--- src/rtl/ts_rx_analyzer.sv ---
// ts_rx_analyzer: per-lane TS1/TS2 consecutive-match detector with decoded fields
//   clk, rst (async, active-high)
//   ts_i[127:0], ts_i_vld, clr
//   ts1_det, ts2_det, match_cnt[3:0], link_num, lane_num, rate, ctrl [7:0], bad_ts
module ts_rx_analyzer #(
  parameter int MATCH_CNT = 8,
  parameter int GAP_MAX   = 255
) (
  input  logic         clk,
  input  logic         rst,
  input  logic [127:0] ts_i,
  input  logic         ts_i_vld,
  input  logic         clr,
  output logic         ts1_det,
  output logic         ts2_det,
  output logic [3:0]   match_cnt,
  output logic [7:0]   link_num,
  output logic [7:0]   lane_num,
  output logic [7:0]   rate,
  output logic [7:0]   ctrl,
  output logic         bad_ts
);
  localparam logic [3:0]  MC  = 4'(MATCH_CNT);
  localparam logic [15:0] GAP = 16'(GAP_MAX);
  logic [127:0] st_q, st_d;
  logic [3:0]   cnt_q, cnt_d;
  logic [15:0]  gap_q, gap_d;
  logic         ts1_q, ts2_q, bad_q, ts1_d, ts2_d, bad_d;
  logic         wf, same, take, tmo;
  always_comb begin
    wf    = ts_i[7:0] == 8'hBC &&
            (ts_i[127:48] == {10{8'h4A}} || ts_i[127:48] == {10{8'h45}});
    same  = ts_i == st_q && cnt_q != 4'd0;
    take  = ts_i_vld && !clr;
    tmo   = gap_q >= GAP;
    st_d  = take && wf && !same ? ts_i : st_q;
    cnt_d = clr      ? 4'd0 :
            ts_i_vld ? (!wf ? 4'd0 : same ? (cnt_q == 4'd15 ? cnt_q : cnt_q + 4'd1) : 4'd1) :
            tmo      ? 4'd0 : cnt_q;
    gap_d = clr || ts_i_vld ? 16'd0 :
            cnt_q != 4'd0 && gap_q != 16'hFFFF ? gap_q + 16'd1 : gap_q;
    // stored TS is always zero or well-formed, so byte 6 alone identifies its type
    ts1_d = cnt_d >= MC && st_d[55:48] == 8'h4A;
    ts2_d = cnt_d >= MC && st_d[55:48] == 8'h45;
    bad_d = take && !wf;
  end
  always_ff @(posedge clk or posedge rst) begin
    if (rst) begin
      st_q  <= '0;
      cnt_q <= '0;
      gap_q <= '0;
      ts1_q <= 1'b0;
      ts2_q <= 1'b0;
      bad_q <= 1'b0;
    end else begin
      st_q  <= st_d;
      cnt_q <= cnt_d;
      gap_q <= gap_d;
      ts1_q <= ts1_d;
      ts2_q <= ts2_d;
      bad_q <= bad_d;
    end
  end
  assign ts1_det   = ts1_q;
  assign ts2_det   = ts2_q;
  assign bad_ts    = bad_q;
  assign match_cnt = cnt_q;
  assign link_num  = st_q[15:8];
  assign lane_num  = st_q[23:16];
  assign rate      = st_q[39:32];
  assign ctrl      = st_q[47:40];
endmodule
--- config.mk ---
export PLATFORM = sky130hd
export DESIGN_NAME = ts_rx_analyzer
export DESIGN_NICKNAME = d
export VERILOG_FILES = /design/src/rtl/ts_rx_analyzer.sv
export SDC_FILE = /design/constraint.sdc
export NUM_CORES = 1
export LEC_CHECK = 0
export CAP_MARGIN = 15
export CORE_AREA = 2 2 129 131
export CTS_BUF_LIST = sky130_fd_sc_hd__clkbuf_2 sky130_fd_sc_hd__clkbuf_4 sky130_fd_sc_hd__clkbuf_8
export CTS_CLUSTER_DIAMETER = 150
export DETAILED_ROUTE_END_ITERATION = 10
export DIE_AREA = 0 0 131 133
export GPL_TIMING_DRIVEN = 0
export PLACE_DENSITY = 0.81
export SLEW_MARGIN = 30
export SYNTH_ARGS = -nofsm -noshare
export SYNTH_HDL_FRONTEND = slang
export SYNTH_SLANG_ARGS = --single-unit
export TNS_END_PERCENT = 1
--- constraint.sdc ---
create_clock -name clk -period 9.7 [get_ports clk]
set_input_delay 1.455 -clock clk [delete_from_list [all_inputs] [get_ports clk]]
set_output_delay 1.455 -clock clk [all_outputs]
set_load 0.01 [all_outputs]
# == Yosys cells after proc, flatten, opt, wreduce, memory -nomap -nowiden ==
# Index checks and enable logic that the tools add are counted.
# word_totals
ff_bits,151
input_bits,132
out_inout_bits,39
wordCells,44
# classes
add_sub_neg,2
n_lt_le_gt_ge,2
n_eq_ne,8
muxes,9
reduce_logical,16
# op_table
operator,n
80-bit by 79-bit == test with 1-bit output (second input constant),2
128-bit == test,1
56-bit two-way mux,1
16-bit two-way mux,2
4-bit two-way mux,6
16-bit by 1-bit adder with 16-bit output (second input constant),1
8-bit by 7-bit == test with 1-bit output (second input constant),2
16-bit by 8-bit >= comparator with 1-bit output (second input constant),1
16-bit != test (second input constant),1
1-bit logical AND,9
8-bit == test (second input constant),1
4-bit by 1-bit adder with 4-bit output (second input constant),1
4-bit == test (second input constant),1
4-bit >= comparator (second input constant),1
4-bit nonzero test,1
1-bit zero test,3
1-bit logical OR,2
2-bit nonzero test,1

# == Depth between registers and ports, before layout ==
# depth
depth_word,8
mapped_depth,10
depth_no_buf,8

# == Least setup slack after synthesis ==
# No wires, ideal clock.
# synth_path
path_type,input to register
start,in ts_i[116]
end,reg st_q[81]
setup_time_ps,128
arrival_time_ps,3457
required_time_ps,9572
path_slack_ps,6115
stages,9
path_buffers,2
path_cell_list,nor4b_2 > nand4_1 > nor4_1 > nor2_1 > nor3b_4 > nor2b_1 > buf_4 > buf_6 > mux2_1
# synth_via
elab_chain_cells,5
word_cells_on_any_way,9
cone_classes,eq/ne (3); reduce/logical (6)
# synth_lines
item,line_no,source
from (decl),11,"input logic [127:0] ts_i,"
80-bit by 79-bit == test with 1-bit output,32,(ts_i[127:48] == {10{8'h4A}} || ts_i[127:48] == {10{8'h45}});
1-bit logical OR,32,
1-bit logical AND,31,wf = ts_i[7:0] == 8'hBC &&
1-bit logical AND,36,st_d = take && wf && !same ? ts_i : st_q;
1-bit logical AND (*),36,
to (signal assigned),56,st_q <= st_d;
to (decl),25,"logic [127:0] st_q, st_d;"
# Mark *: on every way between the ends. The rest lies on a longest branch, timed or not.
# A chain may end at the register's enable or synchronous reset.

# == Final worst setup path ==
# layout_path
start,in ts_i[113]
end,reg st_q[50]
# layout_via
elab_chain_cells,6
word_cells_on_any_way,10
cone_classes,eq/ne (3); mux (1); reduce/logical (6)
# layout_lines
item,line_no
80-bit by 79-bit == test with 1-bit output,32
1-bit logical OR,32
1-bit logical AND,31
1-bit logical AND,36
1-bit logical AND (*),36
56-bit two-way mux (*),36
net st_d[50],25
# The timed path passes the listed nets; every way through them passes the cells marked *.

==> flow_summary.toml <==
[synthesis]
synth_edf_count = 0
ys_async_sr_fraction = 1.00
syn-num-nets = 801
syn_avg_cell_area_um2 = 11.8
syn-cell-area_mm2 = 0.00783
synth_cell_types = 51
ys_seq_elements = 151
synth_warnings = 0
synth-main-ff-cell = "dfrtp_1"
synth_cells = 666
synth.yosys.seq_area_share = 0.483

[detailed_routing]
wl_per_cell_um = 19.2
first_pass_iters = 4
vias = 5766
drcViolationCount = 0
drtIter0Drc = 360
final_antenna_net_count = 0
totalWireLength_um = 21000
vias_per_cell = 5.29

[timing]
max_slew_margin = 0.528
slew_violations = 0
period_needed_ns = 4.25
tightest_slew_ns = 0.702
fin_crit_sh = 0.438
rsz0062_at_grt = "no"
fmax_mhz = 235
fin_ws_ns = 5.45
setup_violations = 0
timing.setup.tns_ns = 0
hold_violations = 0
fin_skew_ns = 0.0150

[cts]
clockBufferDepth = 2
htree_levels = 4
clk_pin_slew_worst_paths_ns = 0.08
cts_root_buf = "clkbuf_8"
cts_tree = "built"
postCtsHoldBufs = 0
cts.sinks = 151
numCtsBuffers = 17
ctsResizeCount = 0
clock_latency_ns = 0.47
cts_setup_buffers = 0

[cells_and_area]
finalCoreUtilization = 0.633
num-nets-final = 991
final_cell_mix = "clkdlybuf4s50_1, dfrtp_1, xnor2_1, mux2_1, xor2_1"
num_antenna_cells = 0
area_growth_pct = 30.6
final_common_cell = "clkdlybuf4s50_1"
fill_cells = 1284
drive_gt1_frac = 0.0990
fin_cells = 1089

[placed_design]
preCtsSetupSlack_ns = 5.06
gp_congestion = 0.929
io_buffers = 170
hpwlAfterDp_um = 16200
place_inst = 1057

[pwr]
p_leak_nw = 4.69
comb_power_share = 0.105
sequentialPowerShare = 0.511
peakVddDrop_v = 0.0000779
sw_frac_of_total = 0.251
clkPwrFrac = 0.384
p_per_area_mw_per_mm2 = 120
p_sw_mw = 0.309
internal-power_mw = 0.922

[setup_path]
critPathRequiredTime_ns = 10.04
rrSetupSlack_ns = 6.55
crit_type = "in -> reg"
endpoint_kind = "register"
crit_arrival_ns = 4.59
startpoint_type = "primary input"
r2r_cells = 9
crit_path_max_fanout = 10

[floorplanning]
initial_core_util = 0.484
io-pin-count = 171
dieHeight_um = 133
die_area_mm2 = 0.0174
fp.dieW_um = 131
coreArea_mm2 = 0.0162
num_rows = 47

[worst_hold_path]
min_path_type = "reg -> reg"
whs_path_depth = 1

[outcome]
status = "complete, no violations"

[global_routing]
grt_pass1_vias = 5935
antenna_found_initial = 0
grt_pass1_wl_um = 32000
gr-total-overflow = 0
grt_max_degree = 80
grtUsageTotal = 0.250

[run]
drv_cap = 0
-- metrics by stage --
step	cell area, um^2	hold WS, ns	power (mW)
floorplan	7830	0.454	0.684
global placement	9810	0.466	0.769
detailed placement	9840	0.471	0.771
CTS	10200	0.494	1.24
global route	10200	0.503	1.27
finish	10200	0.490	1.23
-- final timing paths --
| check | to | start |
|---|---|---|
| hold / removal | st_q[118] | st_q[118] |
| max in group asynchronous | st_q[30] | rst |
| hold reg to reg | st_q[118] | st_q[118] |
| setup / recovery | st_q[50] | ts_i[113] |
| setup reg to reg | st_q[50] | st_q[11] |
| min in group asynchronous | st_q[58] | rst |
-- layout make-up --
class                           instances  area (um^2)  area share
Timing Repair Buffer                  171         1730       0.169
Tap cell                              220          275      0.0269
Multi-Input combinational cell        451         3630       0.355
Clock inverter                         12          119      0.0116
Inverter                               10         45.0     0.00440
Sequential cell                       151         3780       0.369
Clock buffer                           20          269      0.0263
Buffer                                 54          388      0.0379
-- critical path, cell delays in order --
cell and delay, ns:
clkdlybuf4s50_1 0.52, clkbuf_1 0.43, xnor2_1 0.20, nand4_1 0.16, nor4_1 0.49, nand3_1 0.24, nor4_2 0.27, nor2b_1 0.10
buf_4 0.20, buf_6 0.18, mux2_1 0.31
-- power groups by stage --
stage / registers, mW / logic, mW / clock network, mW
finish: 0.629 / 0.129 / 0.472
global route: 0.629 / 0.139 / 0.506
CTS: 0.629 / 0.130 / 0.483
detailed placement: 0.642 / 0.129 / 0
global placement: 0.642 / 0.127 / 0
floorplan: 0.642 / 0.0419 / 0
-- synth_stat cells, types with 2 or more instances --
| cell | count | area, um^2 |
|---|---|---|
| a21oi_1 | 3 | 15.0 |
| a221o_1 | 2 | 20.0 |
| a22o_1 | 2 | 17.5 |
| a31oi_1 | 3 | 18.8 |
| and2_1 | 3 | 18.8 |
| and3_1 | 3 | 18.8 |
| and4_1 | 3 | 26.3 |
| buf_2 | 7 | 35.0 |
| buf_4 | 33 | 248 |
| buf_6 | 7 | 78.8 |
| clkbuf_1 | 6 | 22.5 |
| dfrtp_1 | 151 | 3780 |
| ha_1 | 3 | 37.5 |
| inv_1 | 10 | 37.5 |
| mux2_1 | 76 | 856 |
| mux2i_1 | 3 | 30.0 |
| nand2_1 | 17 | 63.8 |
| nand3_1 | 6 | 30.0 |
| nand4_1 | 35 | 219 |
| nor2_1 | 26 | 97.6 |
| nor2b_1 | 33 | 206 |
| nor3_1 | 2 | 10.0 |
| nor4_1 | 19 | 119 |
| nor4b_1 | 8 | 70.1 |
| nor4b_2 | 2 | 30.0 |
| nor4bb_1 | 19 | 190 |
| o211a_1 | 2 | 20.0 |
| o21a_1 | 2 | 15.0 |
| o21ai_0 | 5 | 25.0 |
| o21bai_1 | 3 | 22.5 |
| o22ai_1 | 2 | 12.5 |
| or2_1 | 15 | 93.8 |
| or3_1 | 3 | 18.8 |
| or4_1 | 3 | 22.5 |
| xnor2_1 | 90 | 788 |
| xor2_1 | 44 | 385 |
-- routing by layer --
layer | wire [um] | GRT usage | vias to the layer above
li1 | - | - | 2684
met1 | 8950 | 0.341 | 2837
met2 | 9690 | 0.382 | 207
met3 | 1710 | 0.0667 | 38
met4 | 612 | 0.0934 | 0
met5 | 0 | 0 | -
-- sequential cells by signal, indices dropped and copies added (netlist names) --
register,flops
st_q,128
bad_ts,1
match_cnt,4
ts2_det,1
gap_q,16
ts1_det,1
-- cell families after synthesis --
| group | count (synthesis) | synth area share |
|---|---|---|
| fa+ha+maj | 3 | 0.00479 |
| mux | 79 | 0.113 |
| simple gates | 206 | 0.169 |
| buf+inv | 64 | 0.0543 |
| xor+xnor | 134 | 0.150 |
| flops | 151 | 0.483 |
| compound gates | 29 | 0.0267 |
No activity file was read; power rests on OpenSTA's default activity.
